File: config.mk
export PLATFORM = sky130hd
export DESIGN_NAME = serial_nibble_add_ctrl
export DESIGN_NICKNAME = d
export VERILOG_FILES = /design/src/rtl/serial_nibble_add_ctrl_pkg.sv /design/src/rtl/nibble_adder4.sv /design/src/rtl/serial_nibble_add_ctrl.sv
export SDC_FILE = /design/constraint.sdc
export NUM_CORES = 1
export LEC_CHECK = 0
export CELL_PAD_IN_SITES_DETAIL_PLACEMENT = 1
export CELL_PAD_IN_SITES_GLOBAL_PLACEMENT = 1
export CORE_ASPECT_RATIO = 1.75
export CORE_MARGIN = 5
export CORE_UTILIZATION = 38
export CTS_CLUSTER_SIZE = 12
export DETAILED_ROUTE_END_ITERATION = 6
export PLACE_DENSITY_LB_ADDON = 0.05
export SYNTH_ARGS = -nofsm -noshare
export SYNTH_HDL_FRONTEND = slang
export SYNTH_SLANG_ARGS = --single-unit
File: constraint.sdc
create_clock -name clk -period 3.3 [get_ports clk]
set_clock_uncertainty 0.1 [all_clocks]
set_input_delay 0.33 -clock clk [delete_from_list [all_inputs] [get_ports clk]]
set_output_delay 0.33 -clock clk [all_outputs]
set_load 0.02 [all_outputs]
File: src/rtl/serial_nibble_add_ctrl_pkg.sv
// Shared definitions for the serial nibble add/subtract sequencer.
package serial_nibble_add_ctrl_pkg;

  // Width of the shared adder slice.
  localparam int unsigned NIBBLE_W = 4;

  // Sequencer states.
  typedef enum logic [1:0] {
    StIdle = 2'd0,
    StRun  = 2'd1,
    StDone = 2'd2
  } state_e;

endpackage

File: src/rtl/nibble_adder4.sv
// Combinational 4-bit ripple-carry adder slice.
module nibble_adder4
  import serial_nibble_add_ctrl_pkg::*;
(
  input  logic [NIBBLE_W-1:0] a,
  input  logic [NIBBLE_W-1:0] b,
  input  logic                c0,
  output logic [NIBBLE_W-1:0] f,
  output logic                c4
);

  logic [NIBBLE_W:0] c;

  // Ripple the carry bit by bit through the slice.
  always_comb begin
    c    = '0;
    f    = '0;
    c[0] = c0;
    for (int i = 0; i < NIBBLE_W; i++) begin
      f[i]   = a[i] ^ b[i] ^ c[i];
      c[i+1] = (a[i] & b[i]) | (a[i] & c[i]) | (b[i] & c[i]);
    end
  end

  assign c4 = c[NIBBLE_W];

endmodule

File: src/rtl/serial_nibble_add_ctrl.sv
// Sequencer performing a W-bit add/subtract one nibble per clock through a
// single shared 4-bit adder slice, LSB nibble first, with a registered carry.
module serial_nibble_add_ctrl
  import serial_nibble_add_ctrl_pkg::*;
#(
  parameter int unsigned NIBBLES = 4
) (
  input  logic                   clk,
  input  logic                   rst_n,
  input  logic                   start,
  input  logic                   op_sub,
  input  logic [4*NIBBLES-1:0]   a,
  input  logic [4*NIBBLES-1:0]   b,
  input  logic                   cin,
  output logic                   busy,
  output logic                   done,
  output logic [4*NIBBLES-1:0]   sum,
  output logic                   cout,
  output logic                   ovf
);

  localparam int unsigned W    = NIBBLE_W * NIBBLES;
  localparam int unsigned IdxW = (NIBBLES > 1) ? $clog2(NIBBLES) : 1;
  localparam logic [IdxW-1:0] LastIdx = IdxW'(NIBBLES - 1);

  state_e                           state_q;
  logic [NIBBLES-1:0][NIBBLE_W-1:0] a_q;
  logic [NIBBLES-1:0][NIBBLE_W-1:0] b_q;     // effective B (already inverted for sub)
  logic [NIBBLES-1:0][NIBBLE_W-1:0] work_q;
  logic [NIBBLES-1:0][NIBBLE_W-1:0] work_d;
  logic                             carry_q;
  logic                             a_msb_q;
  logic                             b_msb_q;
  logic [IdxW-1:0]                  idx_q;
  logic                             busy_q;
  logic                             done_q;
  logic [W-1:0]                     sum_q;
  logic                             cout_q;
  logic                             ovf_q;

  logic [NIBBLE_W-1:0] slice_a;
  logic [NIBBLE_W-1:0] slice_b;
  logic [NIBBLE_W-1:0] slice_f;
  logic                slice_c4;

  // Select the current nibble pair and merge the slice result into the work word.
  always_comb begin
    slice_a         = a_q[idx_q];
    slice_b         = b_q[idx_q];
    work_d          = work_q;
    work_d[idx_q]   = slice_f;
  end

  nibble_adder4 u_slice (
    .a  (slice_a),
    .b  (slice_b),
    .c0 (carry_q),
    .f  (slice_f),
    .c4 (slice_c4)
  );

  // Sequencer state, operand capture, carry chain and registered outputs.
  always_ff @(posedge clk or negedge rst_n) begin
    if (!rst_n) begin
      state_q <= StIdle;
      a_q     <= '0;
      b_q     <= '0;
      work_q  <= '0;
      carry_q <= 1'b0;
      a_msb_q <= 1'b0;
      b_msb_q <= 1'b0;
      idx_q   <= '0;
      busy_q  <= 1'b0;
      done_q  <= 1'b0;
      sum_q   <= '0;
      cout_q  <= 1'b0;
      ovf_q   <= 1'b0;
    end else begin
      case (state_q)
        StIdle, StDone: begin
          done_q <= 1'b0;
          if (start) begin
            a_q     <= a;
            b_q     <= b ^ {W{op_sub}};
            // Subtract is a + ~b + 1, so the incoming carry is forced high.
            carry_q <= op_sub | cin;
            a_msb_q <= a[W-1];
            b_msb_q <= b[W-1] ^ op_sub;
            idx_q   <= '0;
            busy_q  <= 1'b1;
            state_q <= StRun;
          end else begin
            state_q <= StIdle;
          end
        end
        StRun: begin
          work_q  <= work_d;
          carry_q <= slice_c4;
          if (idx_q == LastIdx) begin
            sum_q   <= work_d;
            cout_q  <= slice_c4;
            ovf_q   <= (a_msb_q == b_msb_q) && (work_d[NIBBLES-1][NIBBLE_W-1] != a_msb_q);
            idx_q   <= '0;
            busy_q  <= 1'b0;
            done_q  <= 1'b1;
            state_q <= StDone;
          end else begin
            idx_q <= idx_q + 1'b1;
          end
        end
        default: begin
          busy_q  <= 1'b0;
          done_q  <= 1'b0;
          idx_q   <= '0;
          state_q <= StIdle;
        end
      endcase
    end
  end

  assign busy = busy_q;
  assign done = done_q;
  assign sum  = sum_q;
  assign cout = cout_q;
  assign ovf  = ovf_q;

endmodule

# ---- Word-level counts from Yosys, hierarchy flattened
# Index checks and enable logic that the tools add are counted.
dict set report classes {
  addsub 1
  multipliers 0
  div 0
  n_lt_le_gt_ge 2
  eq_ne 7
  shift 0
  mux 20
  bitwise 31
  reduce_logical 9
}
# cell n
set op_table {}
lappend op_table {{4-bit binary-select mux with 2-bit select} 2}
lappend op_table {{16-bit bitwise mux} 1}
lappend op_table {{16-bit XOR} 1}
lappend op_table {{1-bit AND} 12}
lappend op_table {{4-bit 2-to-1 mux} 3}
lappend op_table {{1-bit bitwise OR} 9}
lappend op_table {{1-bit XOR} 9}
lappend op_table {{4-bit demux with 2-bit select} 1}
lappend op_table {{2-bit case mux with 2 select lines} 2}
lappend op_table {{2-bit AND reduction} 4}
lappend op_table {{1-bit 2-to-1 mux} 6}
lappend op_table {{2-bit 2-to-1 mux} 3}
lappend op_table {{2-bit == test, second input constant} 2}
lappend op_table {{2-bit inequality test, second input constant} 2}
lappend op_table {{1-bit case mux with 2 select lines} 2}
lappend op_table {{2-bit by 3-bit < comparator with 1-bit output, second input constant} 1}
lappend op_table {{2-bit by 1-bit adder with 2-bit output, second input constant} 1}
lappend op_table {{2-bit by 1-bit == test with 1-bit output, second input constant} 1}
lappend op_table {{2-bit by 1-bit greater-or-equal comparator with 1-bit output, second input constant} 1}
lappend op_table {{1-bit logical AND} 2}
lappend op_table {{2-bit zero test} 1}
lappend op_table {{2-bit nonzero test} 1}
lappend op_table {{2-bit OR reduction} 1}
lappend op_table {{1-bit == test} 1}
lappend op_table {{1-bit inequality test} 1}
dict set report word_totals {
  reg_bits 75
  latch_bits 0
  ramBits 0
  romBits 0
  inputBits 37
  out_inout_bits 20
  memories 0
}

# ---- Depth between registers and ports, before layout
dict set report depth {
  depth_word 15
  mapped_depth 10
}

# ---- Modules after synthesis
# A second synthesis with hierarchy kept.
dict set report unflattened {
  hier_cells 259
  hier_area_um2 3340.7
}
# module instances cells_per_inst area_per_inst_um2 seq_area_each_um2
set by_module_without_submodules {}
lappend by_module_without_submodules {serial_nibble_add_ctrl 1 245 3223.1 1726.7}
lappend by_module_without_submodules {nibble_adder4 1 14 117.6 0.0}

# ---- Least setup slack after synthesis
# OpenSTA, ideal clock, no wires.
dict set report synth_timing {
  path_kind {reg-to-reg}
  start {register idx_q[0]}
  end {register ovf_q (netlist: ovf)}
  setup_time_ps 133
  arrival_time_ps 3065
  required_time_ps 3067
  path_slack_ps 2
  stages_incl_launch_ff 11
  period_less_slack_ps 3298
  path_cell_list {dfrtp_1 -> buf_6 -> mux4_2 -> fa_1 -> fa_1 -> fa_1 -> inv_1 -> fa_1 -> and3_1 -> nor2_1 -> o21ai_0}
}
dict set report synth_between {
  elab_chain_cells 15
  elab_cells_between_ends 31
  cone_classes {order compare (2); eq/ne (2); mux (7); bitwise (17); reduce/logical (3)}
}
# item line
set synth_rtl {}
lappend synth_rtl {{start: declaration} serial_nibble_add_ctrl.sv:34} ;# logic [IdxW-1:0] idx_q;
lappend synth_rtl {{start signal: assignment} serial_nibble_add_ctrl.sv:108} ;# idx_q <= idx_q + 1'b1;
lappend synth_rtl {{4-bit binary-select mux with 2-bit select (on tied branches)} {serial_nibble_add_ctrl.sv:48, serial_nibble_add_ctrl.sv:49}}
lappend synth_rtl {{4-bit 2-to-1 mux (on tied branches)} {serial_nibble_add_ctrl.sv:48, serial_nibble_add_ctrl.sv:49}}
lappend synth_rtl {{1-bit AND} nibble_adder4.sv:21} ;# c[i+1] = (a[i] & b[i]) | (a[i] & c[i]) | (b[i] & c[i]);
lappend synth_rtl {{1-bit bitwise OR (2 in a row)} nibble_adder4.sv:21}
lappend synth_rtl {{1-bit AND} nibble_adder4.sv:21}
lappend synth_rtl {{1-bit bitwise OR (2 in a row)} nibble_adder4.sv:21}
lappend synth_rtl {{1-bit AND} nibble_adder4.sv:21}
lappend synth_rtl {{1-bit bitwise OR (2 in a row)} nibble_adder4.sv:21}
lappend synth_rtl {{1-bit XOR} nibble_adder4.sv:20} ;# f[i] = a[i] ^ b[i] ^ c[i];
lappend synth_rtl {{16-bit bitwise mux} serial_nibble_add_ctrl.sv:51} ;# work_d[idx_q] = slice_f;
lappend synth_rtl {{1-bit inequality test} serial_nibble_add_ctrl.sv:102} ;# ovf_q <= (a_msb_q == b_msb_q) && (work_d[NIBBLES-1][NIBBLE_W-1] != a_msb_q);
lappend synth_rtl {{1-bit logical AND} serial_nibble_add_ctrl.sv:102}
lappend synth_rtl {{end signal: assignment} serial_nibble_add_ctrl.sv:102}
lappend synth_rtl {{end: declaration} serial_nibble_add_ctrl.sv:39} ;# logic ovf_q;
# Parallel ways exist; a longest one is shown, timed or not. The select of a mux whose other input is x is not followed.
# A chain may end at the register's enable or synchronous reset.

# ---- Worst setup path after layout
# Ends and elaborated chain as after synthesis.

==> flow_summary.toml <==
[run_status]
outcome = "complete, no violations"

[yosys]
syn_area_um2 = 3264
synth_flop_cell = "dfrtp_1"
ys_seq_elements = 68
synth_nets = 299
postSynthCellCount = 254
synth_cell_types = 25
synth-edff-count = 0
avgSynthCellArea_um2 = 12.85
ys_warn_count = 0
synth_async_sr_flop_share = 1.000
yosysSeqAreaShare = 0.5213

[layout]
final_core_util = 0.5037
area_growth_pct = 29.13
multi_input_area_um2 = 1418
design_area_um2 = 4215
final_nets = 358
diodes = 0
nFillCells = 887
drive_gt1_frac = 0.2184
seq_area_um2 = 1703

[sta]
setup-violations-final = 0
rsz0062_at_grt = "no"
slew_headroom = 0.3768
finalCritPeriodShare = 0.9490
report.final.slew_viol_count = 0
holdWs_ns = 0.3587
setup_slack_ns = 0.1682
fin_crit_ns = 3.132
hold_viol = 0
fmax_mhz = 319.3
max_slew.worst_pin.slew_ns = 0.9348

[detailed_routing]
vias = 2042
drt_iter0_drc = 56
wl_um = 6705
viasPerCell = 4.738
wire_per_inst_um = 15.56
ant_nets = 0
dr.pass1.iters = 4
drc = 0

[global_routing]
antenna_found_initial = 0
track_usage = 0.1411
grt_start_max_net_pins = 37
grt_pass1_vias = 2257
grt-ovfl-total = 0
grt_pass1_wl_um = 11450

[worst_hold_path]
hp-class = "primary input to asynchronous set/reset pin"

[floorplan]
start_util = 0.3901
chipHeight_um = 132.6
die_area_um2 = 10620
die_w_um = 80.07
core_area_um2 = 8368
rows = 44
pin_count = 57

[critical_path]
crit_type = "register to register"
cp.arrival_ns = 3.22
critPathTopFamily = "adder cells"
worst_setup_path_start_kind = "register"
critPathBufInv = 1
slowest_delay_ns = 0.53
worstPathCellList = "mux4_2, fa_2, fa_2, fa_2, inv_2, fa_2, and3_1, nor2_1, o21ai_0"
critical_path_required_ns = 3.39
rrSetupSlack_ns = 0.17
crit_slowest_cell = "mux4_2"
cp-end-kind = "register"
cp_max_fo = 4
cp_common_cell = "fa_2"

[clocking]
clock_latency_ns = 0.33
cts_buffer_depth = 2
cts_sinks = 68
clk_pin_slew_worst_paths_ns = 0.05
htreeDepth = 3
root_buffer = "clkbuf_16"
cts_tree = "done"
cts_buffers = 9

[placement]
place_area_um2 = 3890
hpwl_um = 5086
pre_cts_ws_ns = -0.05600
place_congestion = 0.7251
portBuffers = 56

[power_and_ir_drop]
power_leakage_nw = 1.872
p_total_w = 0.004877
pwr_density_cell_nw_per_um2 = 1157
ir_drop_v = 0.0004020

[run]
drv_cap = 0
[per-layer routing]
metal  GRT usage  vias up  share of wire
met5           0        -              0
met4     0.05921        0          0.018
met3     0.03265        8          0.038
met2      0.2542       40           0.56
met1      0.1540     1013           0.38
li1            -      981              -
[power by group]
group / switching, W / internal (W) / leakage, nW / total (W)
logic: 0.00116 / 0.00126 / 0.901 / 0.00242
clock network: 0.000336 / 0.000616 / 0.145 / 0.000952
registers: 0.000254 / 0.00125 / 0.827 / 0.00150
total: 0.00175 / 0.00313 / 1.87 / 0.00488
[sequential cells by signal, indices dropped and copies added, names as in the netlist]
| signal | count |
|---|---|
| a_q | 16 |
| b_q | 16 |
| sum | 16 |
| work_q | 12 |
| idx_q | 2 |
| busy | 1 |
| carry_q | 1 |
| cout | 1 |
| done | 1 |
| ovf | 1 |
| state_q | 1 |
[synthesized netlist by cell type (all sizes together) (3+ instances only)]
cell type,instances,area (um^2)
fa,4,80.08
inv,7,26.28
nand3b,5,50.05
nor2,3,11.26
mux2i,14,140.1
ha,4,50.05
xnor2,16,140.1
o21ai,36,180.2
dfrtp,68,1702
mux2,28,386.6
mux4,8,180.2
nand2,35,131.4
buf,16,128.9
[final cells by class]
class / instances / area share
inverter: 7 / 0.006233
clock inverter: 2 / 0.008311
tap: 115 / 0.03413
multi-input combinational: 161 / 0.3363
sequential: 68 / 0.4040
timing repair buffer: 66 / 0.1502
clock buffer: 12 / 0.06085
[cell usage in the layout, fill, tap and decap left out]
cell type / netlist / routed
dfrtp_1: 68 / 67
clkdlybuf4s50_1: 0 / 55
nand2_1: 35 / 35
o21ai_0: 34 / 34
mux2_4: 19 / 19
xnor2_1: 16 / 16
mux2i_1: 14 / 14
mux2_2: 9 / 9
clkbuf_16: 0 / 9
buf_4: 2 / 9
mux4_2: 8 / 8
inv_1: 7 / 6
nand3b_1: 4 / 4
fa_2: 0 / 4
ha_1: 4 / 4
nor2_1: 3 / 3
o31ai_1: 2 / 2
o21ai_1: 2 / 2
clkbuf_8: 0 / 2
inv_2: 0 / 1
nand2b_2: 0 / 1
nand3b_4: 1 / 1
or2_2: 1 / 1
nand2b_1: 2 / 1
and3_1: 1 / 1
nor3_2: 0 / 1
nand3_1: 1 / 1
bufinv_16: 0 / 1
clkbuf_1: 2 / 1
clkinv_2: 0 / 1
dlygate4sd3_1: 0 / 1
dfrtp_2: 0 / 1
buf_2: 7 / 1
[kinds of logic (layout without fill, tap and decap cells)]
family,after synthesis,count (layout),share of synthesized area
compound gates,38,38,0.05979
xor+xnor,16,16,0.04293
fa+ha+maj,8,8,0.03986
buf+inv,25,87,0.04983
flops,68,68,0.5213
mux,50,50,0.2166
simple gates,49,49,0.06976
[per-stage QoR]
| step | std cells | TNS [ns] |
|---|---|---|
| 6_report | 431 | 0 |
| 3_3_place_gp | 415 | -0.002800 |
| 2_1_floorplan | 254 | 0 |
| 4_1_cts | 431 | 0 |
| 3_5_place_dp | 415 | -0.08339 |
| 5_1_grt | 431 | 0 |
[final timing paths]
kind | startpoint | endpoint | cells past startpoint
min in group clk | b_q[2] | b_q[2] | 2
max in group asynchronous | rst_n | idx_q[0] | 3
min | rst_n | sum[1] | 2
max | idx_q[0] | ovf | 9
max reg2reg | idx_q[0] | ovf | 9
min reg2reg | b_q[2] | b_q[2] | 2
[repair_timing]
item	4_1_cts	5_1_grt
pin swaps	0	2
buffers inserted	1	0
hold buffers	1	0
gates cloned	0	0
hold endpoints to repair	15	0
setup endpoints to repair	5	5
gates resized for setup	2	5
(Power assumes the default switching activity.)
